<file path="config.mk">
export PLATFORM = sky130hd
export DESIGN_NAME = send_partition_flat
export DESIGN_NICKNAME = d
export VERILOG_FILES = /design/src/rtl/send_partition_if.sv /design/src/rtl/send_partition.sv /design/src/flat_wrapper.sv
export SDC_FILE = /design/constraint.sdc
export NUM_CORES = 1
export LEC_CHECK = 0
export CORE_MARGIN = 5
export CORE_UTILIZATION = 55
export DETAILED_ROUTE_END_ITERATION = 7
export PLACE_DENSITY = 0.76
export SLEW_MARGIN = 20
export SYNTH_ARGS = -nofsm -noshare
export SYNTH_HDL_FRONTEND = slang
export SYNTH_SLANG_ARGS = --single-unit
</file>
<file path="constraint.sdc">
create_clock -name clk -period 3.8 [get_ports clk]
set_input_delay 0.57 -clock clk [delete_from_list [all_inputs] [get_ports clk]]
set_output_delay 0.57 -clock clk [all_outputs]
set_load 0.02 [all_outputs]
</file>
<file path="src/rtl/send_partition_if.sv">
// send_partition_if: fill-stage tap, pass summary, next-pass control and pixel FIFO bus
interface send_partition_if #(parameter int BSB = 6);
  logic [7:0] in_px;
  logic in_px_valid;
  logic up_next;
  logic [7:0] pivot_samp;
  logic [BSB-1:0] k_samp;
  logic [BSB-1:0] lower_size;
  logic [BSB-1:0] equal_size;
  logic [BSB-1:0] larger_size;
  logic [7:0] min_lower;
  logic [7:0] max_lower;
  logic [7:0] min_larger;
  logic [7:0] max_larger;
  logic sending;
  logic control_sampled;
  logic [7:0] out_pivot;
  logic [BSB-1:0] out_buff_size;
  logic [BSB-1:0] out_k;
  logic [7:0] out_px;
  logic out_wr;
  logic out_full;
  logic [7:0] median;
  logic median_valid;
  modport master (
    output in_px, in_px_valid, up_next, pivot_samp, k_samp, lower_size, equal_size, larger_size,
           min_lower, max_lower, min_larger, max_larger, out_full,
    input  sending, control_sampled, out_pivot, out_buff_size, out_k, out_px, out_wr, median, median_valid
  );
  modport slave (
    input  in_px, in_px_valid, up_next, pivot_samp, k_samp, lower_size, equal_size, larger_size,
           min_lower, max_lower, min_larger, max_larger, out_full,
    output sending, control_sampled, out_pivot, out_buff_size, out_k, out_px, out_wr, median, median_valid
  );
endinterface

</file>
<file path="src/rtl/send_partition.sv">
// send_partition: quickselect writer; taps pixels into ping-pong banks, picks the rank-k partition
// and re-streams it or declares the median. SEND_CHECK_EN adds a sticky size_err stream-count check.
module send_partition #(
  parameter int BUFF_SIZE = 32,
  parameter int BUFF_SIZE_BIT = $clog2(BUFF_SIZE) + 1
) (
  input logic clk,
  input logic rst,
`ifdef SEND_CHECK_EN
  output logic size_err,
`endif
  send_partition_if.slave bus
);
  localparam int AW = $clog2(BUFF_SIZE);
  localparam int BSB = BUFF_SIZE_BIT;
  localparam logic [BSB-1:0] FULL = BSB'(BUFF_SIZE);
  typedef enum logic [1:0] {IDLE, DECIDE, STREAM} state_t;
  state_t state;
  logic [7:0] mem [2][BUFF_SIZE];
  logic [BSB-1:0] wptr [2];
  logic tap;
  logic [BSB-1:0] rptr;
  logic [7:0] piv, mnl, mxl, mng, mxg;
  logic [BSB-1:0] k, ls, es, gs;
  logic sel_lower;
  logic [7:0] pend_px;
  logic pend_v;
  logic tap_ok;
  logic [BSB:0] le;
  logic go_lower, go_equal;
  logic [7:0] s_min, s_max;
  logic [8:0] s_sum;
  logic [BSB-1:0] len;
  logic qual, adv;
`ifdef SEND_CHECK_EN
  logic [BSB-1:0] wr_cnt;
`endif
  assign tap_ok = bus.in_px_valid && wptr[tap] < FULL;
  assign le = {1'b0, ls} + {1'b0, es};
  assign go_lower = {1'b0, k} < {1'b0, ls};
  assign go_equal = ~go_lower && {1'b0, k} < le;
  assign s_min = go_lower ? mnl : mng;
  assign s_max = go_lower ? mxl : mxg;
  assign s_sum = {1'b0, s_min} + {1'b0, s_max};
  assign len = wptr[~tap];
  // a pixel belongs to the chosen partition if it lies strictly on that side of the old pivot
  assign qual = pend_v && (sel_lower ? pend_px < piv : pend_px > piv);
  assign adv = ~(qual && bus.out_full);
  assign bus.out_wr = qual && ~bus.out_full;
  assign bus.out_px = pend_px;
  always_ff @(posedge clk)
    if (tap_ok) mem[tap][wptr[tap][AW-1:0]] <= bus.in_px;
  always_ff @(posedge clk) begin
    if (rst) begin
      state <= IDLE;
      tap <= 1'b0;
      wptr[0] <= '0;
      wptr[1] <= '0;
      rptr <= '0;
      piv <= '0;
      k <= '0;
      ls <= '0;
      es <= '0;
      gs <= '0;
      mnl <= '0;
      mxl <= '0;
      mng <= '0;
      mxg <= '0;
      sel_lower <= 1'b0;
      pend_px <= '0;
      pend_v <= 1'b0;
      bus.sending <= 1'b0;
      bus.control_sampled <= 1'b0;
      bus.out_pivot <= '0;
      bus.out_buff_size <= '0;
      bus.out_k <= '0;
      bus.median <= '0;
      bus.median_valid <= 1'b0;
`ifdef SEND_CHECK_EN
      wr_cnt <= '0;
      size_err <= 1'b0;
`endif
    end else begin
      bus.control_sampled <= 1'b0;
      bus.median_valid <= 1'b0;
      if (tap_ok) wptr[tap] <= wptr[tap] + 1'b1;
      case (state)
        IDLE: if (bus.up_next) begin
          state <= DECIDE;
          bus.sending <= 1'b1;
          tap <= ~tap;
          wptr[~tap] <= '0;
          piv <= bus.pivot_samp;
          k <= bus.k_samp;
          ls <= bus.lower_size;
          es <= bus.equal_size;
          gs <= bus.larger_size;
          mnl <= bus.min_lower;
          mxl <= bus.max_lower;
          mng <= bus.min_larger;
          mxg <= bus.max_larger;
        end
        DECIDE: begin
          sel_lower <= go_lower;
          if (go_equal || s_min == s_max) begin
            state <= IDLE;
            bus.sending <= 1'b0;
            bus.median <= go_equal ? piv : s_min;
            bus.median_valid <= 1'b1;
          end else begin
            state <= STREAM;
            bus.control_sampled <= 1'b1;
            bus.out_pivot <= s_sum[8:1];
            bus.out_buff_size <= go_lower ? ls : gs;
            bus.out_k <= go_lower ? k : k - ls - es;
            rptr <= '0;
`ifdef SEND_CHECK_EN
            wr_cnt <= '0;
`endif
          end
        end
        STREAM: begin
`ifdef SEND_CHECK_EN
          wr_cnt <= wr_cnt + BSB'(bus.out_wr);
          if (adv && rptr >= len && wr_cnt + BSB'(bus.out_wr) != bus.out_buff_size) size_err <= 1'b1;
`endif
          if (adv) begin
            if (rptr < len) begin
              pend_px <= mem[~tap][rptr[AW-1:0]];
              pend_v <= 1'b1;
              rptr <= rptr + 1'b1;
            end else begin
              pend_v <= 1'b0;
              state <= IDLE;
              bus.sending <= 1'b0;
            end
          end
        end
        default: state <= IDLE;
      endcase
    end
  end
endmodule
</file>
<file path="src/flat_wrapper.sv">
// flat-port wrapper written by rule: the top's interface ports become plain ports
module send_partition_flat 
#(
  parameter int BUFF_SIZE = 32,
  parameter int BUFF_SIZE_BIT = $clog2(BUFF_SIZE) + 1
)
  (clk, rst, bus_in_px, bus_in_px_valid, bus_up_next, bus_pivot_samp, bus_k_samp, bus_lower_size, bus_equal_size, bus_larger_size, bus_min_lower, bus_max_lower, bus_min_larger, bus_max_larger, bus_out_full, bus_sending, bus_control_sampled, bus_out_pivot, bus_out_buff_size, bus_out_k, bus_out_px, bus_out_wr, bus_median, bus_median_valid);
  send_partition_if bus_i ();
  input logic clk;
  input logic rst;
  input wire logic [$bits(bus_i.in_px)-1:0] bus_in_px;
  input wire logic [$bits(bus_i.in_px_valid)-1:0] bus_in_px_valid;
  input wire logic [$bits(bus_i.up_next)-1:0] bus_up_next;
  input wire logic [$bits(bus_i.pivot_samp)-1:0] bus_pivot_samp;
  input wire logic [$bits(bus_i.k_samp)-1:0] bus_k_samp;
  input wire logic [$bits(bus_i.lower_size)-1:0] bus_lower_size;
  input wire logic [$bits(bus_i.equal_size)-1:0] bus_equal_size;
  input wire logic [$bits(bus_i.larger_size)-1:0] bus_larger_size;
  input wire logic [$bits(bus_i.min_lower)-1:0] bus_min_lower;
  input wire logic [$bits(bus_i.max_lower)-1:0] bus_max_lower;
  input wire logic [$bits(bus_i.min_larger)-1:0] bus_min_larger;
  input wire logic [$bits(bus_i.max_larger)-1:0] bus_max_larger;
  input wire logic [$bits(bus_i.out_full)-1:0] bus_out_full;
  output wire logic [$bits(bus_i.sending)-1:0] bus_sending;
  output wire logic [$bits(bus_i.control_sampled)-1:0] bus_control_sampled;
  output wire logic [$bits(bus_i.out_pivot)-1:0] bus_out_pivot;
  output wire logic [$bits(bus_i.out_buff_size)-1:0] bus_out_buff_size;
  output wire logic [$bits(bus_i.out_k)-1:0] bus_out_k;
  output wire logic [$bits(bus_i.out_px)-1:0] bus_out_px;
  output wire logic [$bits(bus_i.out_wr)-1:0] bus_out_wr;
  output wire logic [$bits(bus_i.median)-1:0] bus_median;
  output wire logic [$bits(bus_i.median_valid)-1:0] bus_median_valid;
  assign bus_i.in_px = bus_in_px;
  assign bus_i.in_px_valid = bus_in_px_valid;
  assign bus_i.up_next = bus_up_next;
  assign bus_i.pivot_samp = bus_pivot_samp;
  assign bus_i.k_samp = bus_k_samp;
  assign bus_i.lower_size = bus_lower_size;
  assign bus_i.equal_size = bus_equal_size;
  assign bus_i.larger_size = bus_larger_size;
  assign bus_i.min_lower = bus_min_lower;
  assign bus_i.max_lower = bus_max_lower;
  assign bus_i.min_larger = bus_min_larger;
  assign bus_i.max_larger = bus_max_larger;
  assign bus_i.out_full = bus_out_full;
  assign bus_sending = bus_i.sending;
  assign bus_control_sampled = bus_i.control_sampled;
  assign bus_out_pivot = bus_i.out_pivot;
  assign bus_out_buff_size = bus_i.out_buff_size;
  assign bus_out_k = bus_i.out_k;
  assign bus_out_px = bus_i.out_px;
  assign bus_out_wr = bus_i.out_wr;
  assign bus_median = bus_i.median;
  assign bus_median_valid = bus_i.median_valid;
  send_partition #(.BUFF_SIZE(BUFF_SIZE), .BUFF_SIZE_BIT(BUFF_SIZE_BIT)) u_core (.clk(clk), .rst(rst), .bus(bus_i));
endmodule
</file>
==> results.txt <==
The commonest cells after synthesis are sky130_fd_sc_hd__edfxtp_1 (512), sky130_fd_sc_hd__nand2_1 (226), sky130_fd_sc_hd__nor2_1 (130). The total of buffers placed on input and output ports is around 120. The clock net sink count came out at 639.

For this run, the register share of the synthesized area comes to around two thirds. The switching power share of the total is 27.5%. The number of distinct standard cells referenced by the synthesized netlist came out at 58. The combinational fraction of design power came out at between 20 and 25%.

The post-layout worst setup margin came out at 0.0999 ns. The count of nets left with antenna violations once routing finished came out at 0. In the global route stage, overall resource usage came out at a little under a quarter. The final critical-path share of the clock period came out at around 100%. The total number of placement rows is 80. The wire length per cell after detailed routing is 23.9 um. The largest net degree at the start of global routing came out at between 80 and 90. The insertion delay to the later sink of the worst-skew pair came out at around 0.63 ns. The worst-case headroom to the max-slew limit came out at between 30 and 40%. The register-to-register path setup slack came out at ~0.1 ns.

The cell leakage power is just over 0.01 uW. IR analysis of the VDD net gives a maximum drop of 0.430 mV. The via count came out at 15600. The global-route wire length before repair is between 90000 and 100000 um. In this run the worst setup path terminates at u_core.rptr[4]$_SDFFE_PP0P_. For the finished layout, the period the worst path requires is 3.70 ns.

The flow ran to the end, and the final reports show no timing, DRC or antenna violations. The signal arrival time at the worst endpoint came out at 4.24 ns. For the pin with the worst max-slew slack, the measured transition is roughly 1 ns.

The highest fanout seen on the critical path is 10. The post-synthesis instance total came out at about 1700. The critical path is of the reg -> reg type. The setup slack after placement is approximately 0.026 ns. Averaged over all synthesized cells, the footprint is between 15 and 20 sq um. The capture point of the worst reg-to-reg path is u_core.rptr[4]$_SDFFE_PP0P_. The total count of max-transition violations in the final report is 0. After detailed placement, the total cell area comes to about 29000 sq um. The net switching power came out at between 4000 and 5000 uW. The tree is rooted in a sky130_fd_sc_hd__clkbuf_16.

The die boundary width is 229 um. Registers are responsible for between 40% and 50% of the overall power. In this run the worst setup path begins at u_core.ls[4]$_SDFFE_PP0P_.

The final layout contains between 2000 and 2500 nets. The clock slew at the register clock pins of the worst setup and hold paths came out at approximately 0.060 ns. The full die area is around 52000 sq um. The design draws approximately 18000 uW.

The number of global-route vias before repair is about 16000. The area growth from synthesis to layout is 17.2%. The clock tree skew after final layout came out at ~0.017 ns. The number of violations of the max-capacitance limit came out at 0. The number of remaining DRC errors came out at 0. In the post-synthesis netlist, the cell with the most instances is sky130_fd_sc_hd__edfxtp_1. The standard cell core area is ~48000 sq um. In this run the worst hold path is classified as reg -> reg. The floorplan step set the die height to around 230 um. The number of clock buffers inserted by TritonCTS came out at slightly below 60. The global route total overflow is 0. The routability-driven placement congestion ratio came out at 0.877. The starting density of the core is 55.4%. The top-level port count came out at ~120. The net count after synthesis came out at approximately 1800. Counting flops with an async set or reset pin after synthesis yields a share of 0%. The maximum achievable frequency is between 200 and 300 MHz. The routed wire length came out at a little over 60000 um.

The category of the worst setup path launch point is a flip-flop. The half-perimeter wire length after placement came out at 38000 um. The total setup violations reported at the end of the flow came out at 0. The power density normalized to cell area is roughly 580 nW/um^2.

The number of detailed-routing iterations run before antenna repair is 7. In this run, post-CTS hold repair placed 0 buffers. The clock tree from TritonCTS is yes.

The total number of yosys warnings came out at 0. The top flip-flop cell by instance count after synthesis is sky130_fd_sc_hd__edfxtp_1. 0 antenna diodes ended up in the layout. The top cell type's share of synthesized area came out at roughly 58%. The largest total area in the synthesized netlist belongs to sky130_fd_sc_hd__edfxtp_1.

The internal power summed over all cells is roughly 13000 uW. The worst register-to-register path begins at u_core.ls[4]$_SDFFE_PP0P_. Sorting the synthesized cells by area gives the leading types as sky130_fd_sc_hd__edfxtp_1 (58%), sky130_fd_sc_hd__mux4_2 (11%), sky130_fd_sc_hd__dfxtp_1 (9.7%). Per report_power, the clock group accounts for approximately a third of the total. The CTS H-tree depth is 2. The number of cells on the worst hold path came out at 2.

The final standard cell area without fillers is around 30000 sq um. The fraction of layout instances using a drive strength above 1 came out at around a fifth. Using the TritonRoute via totals, the vias-per-cell ratio works out to between 6 and 7.

The hold violation total from the final report came out at 0. STA classifies the critical path endpoint as a flip-flop. The longest clock path from root to sink contains 3 buffers. The required arrival time at the worst endpoint is about 4.3 ns. The cell depth of the worst flop-to-flop path is 17.

The post-synthesis instance area is between 20000 and 30000 sq um. In this run, synthesis produced a sequential element count of about 640. The number of enable-type register cells in the synthesized netlist came out at 512. The initial antenna violation count came out at 0. The starting DRC count in detailed routing came out at roughly 1700.

Final hold analysis gives a worst-case slack of approximately 0.46 ns.
==> critical path, cell delays in order, from the launching register on <==
cell	delay, ns
sky130_fd_sc_hd__dfxtp_1	0.39
sky130_fd_sc_hd__inv_1	0.11
sky130_fd_sc_hd__ha_1	0.33
sky130_fd_sc_hd__a21o_1	0.19
sky130_fd_sc_hd__a21oi_2	0.23
sky130_fd_sc_hd__o21ai_4	0.11
sky130_fd_sc_hd__buf_12	0.14
sky130_fd_sc_hd__clkbuf_16	0.15
sky130_fd_sc_hd__nand2_1	0.11
sky130_fd_sc_hd__nand2_1	0.09
sky130_fd_sc_hd__ha_2	0.39
sky130_fd_sc_hd__nor4_2	0.06
sky130_fd_sc_hd__nand2_1	0.09
sky130_fd_sc_hd__nand2b_1	0.08
sky130_fd_sc_hd__o311ai_2	0.28
sky130_fd_sc_hd__nand2_1	0.16
sky130_fd_sc_hd__or4_1	0.50
sky130_fd_sc_hd__a31oi_1	0.21
==> cell type report <==
class,count,area (sq um)
Clock buffer,71,1540
Sequential cell,639,17900
Timing Repair Buffer,219,2050
Fill cell,3210,16700
Multi-Input combinational cell,926,7990
Clock inverter,39,408
Timing Repair inverter,1,5.00
Inverter,40,154
Tap cell,615,769
==> worst min path at each step <==
stage / slack [ns] / from / to
after floorplan: 0.43 / u_core.mng[0]$_SDFFE_PP0P_ / u_core.mng[0]$_SDFFE_PP0P_
after global placement: 0.45 / u_core.bus.out_pivot[4]$_SDFFE_PP0P_ / u_core.bus.out_pivot[4]$_SDFFE_PP0P_
after detailed placement: 0.45 / u_core.mng[1]$_SDFFE_PP0P_ / u_core.mng[1]$_SDFFE_PP0P_
after CTS: 0.45 / rst / u_core.sel_lower$_SDFFE_PP0P_
after global routing: 0.48 / u_core.mxl[4]$_SDFFE_PP0P_ / u_core.mxl[4]$_SDFFE_PP0P_
final: 0.46 / u_core.mxl[6]$_SDFFE_PP0P_ / u_core.mxl[6]$_SDFFE_PP0P_
==> through the flow <==
stage	instances	utilization, %	setup TNS (ns)
after CTS	2546	64.5	0
after global placement	2436	60.4	0
after global routing	2550	64.9	-0.0450
final	2550	64.9	0
after detailed placement	2436	60.4	0
after floorplan	1699	-	0
==> sequential cells by signal, indices dropped and copies added, names as in the netlist, named ones only <==
name	count
u_core.sel_lower	1
u_core.pend_v	1
u_core.bus.out_px	8
u_core.mng	8
u_core.bus.out_pivot	8
u_core.ls	6
u_core.bus.out_buff_size	6
u_core.bus.median_valid	1
u_core.es	6
u_core.wptr	12
u_core.mem	512
u_core.tap	1
u_core.bus.out_k	6
u_core.bus.median	8
u_core.mnl	8
u_core.rptr	6
u_core.mxl	8
u_core.bus.sending	1
u_core.mxg	8
u_core.state	2
u_core.piv	8
u_core.gs	6
u_core.k	6
u_core.bus.control_sampled	1
==> placed cells by master (no fill, tap or decap), drive strengths merged, types with 7 or more instances in the layout <==
cell,count
o211ai,9
clkdlybuf4s50,107
nor2b,10
bufinv,7
clkbuf,72
xnor2,15
a211oi,10
nand2,226
inv,41
a311oi,8
clkinvlp,8
mux4,128
a221oi,16
a21o,11
nand3,12
dfxtp,127
a22oi,40
a21oi,91
mux2i,41
a31oi,8
clkinv,24
mux2,19
ha,58
buf,111
a22o,16
o21ai,7
nor2,130
fa,7
o221ai,8
edfxtp,512
==> kinds of logic after synthesis <==
kind of cell,count (synthesis),synth area share [%]
simple gates,413,6.44
mux,188,13.3
compound gates,240,6.19
flops,639,68.1
buf+inv,134,2.02
fa+ha+maj,65,3.29
xor+xnor,20,0.665
==> power by group through the flow <==
stage | logic (uW) | registers [uW] | clock network [uW]
after global routing | 4340 | 8100 | 6320
after global placement | 3720 | 8210 | 0
after detailed placement | 3810 | 8220 | 0
final | 4010 | 8070 | 5910
after floorplan | 2430 | 8230 | 0
after CTS | 3840 | 8070 | 6010
==> layer usage <==
metal	wire, um	vias up	part of all wire (%)	track usage, %
met5	0	-	0	0
met4	1460	0	2.4	6.41
met1	24400	7893	40	32.0
li1	-	6898	-	-
met3	4770	96	7.8	3.64
met2	30200	752	50	38.3
==> timing repair <==
action | in CTS | in global routing
buffers inserted | 0 | 2
resized for setup | 0 | 17
endpoints found under the setup margin | 0 | 37
Power figures use the tool's default switching activity.
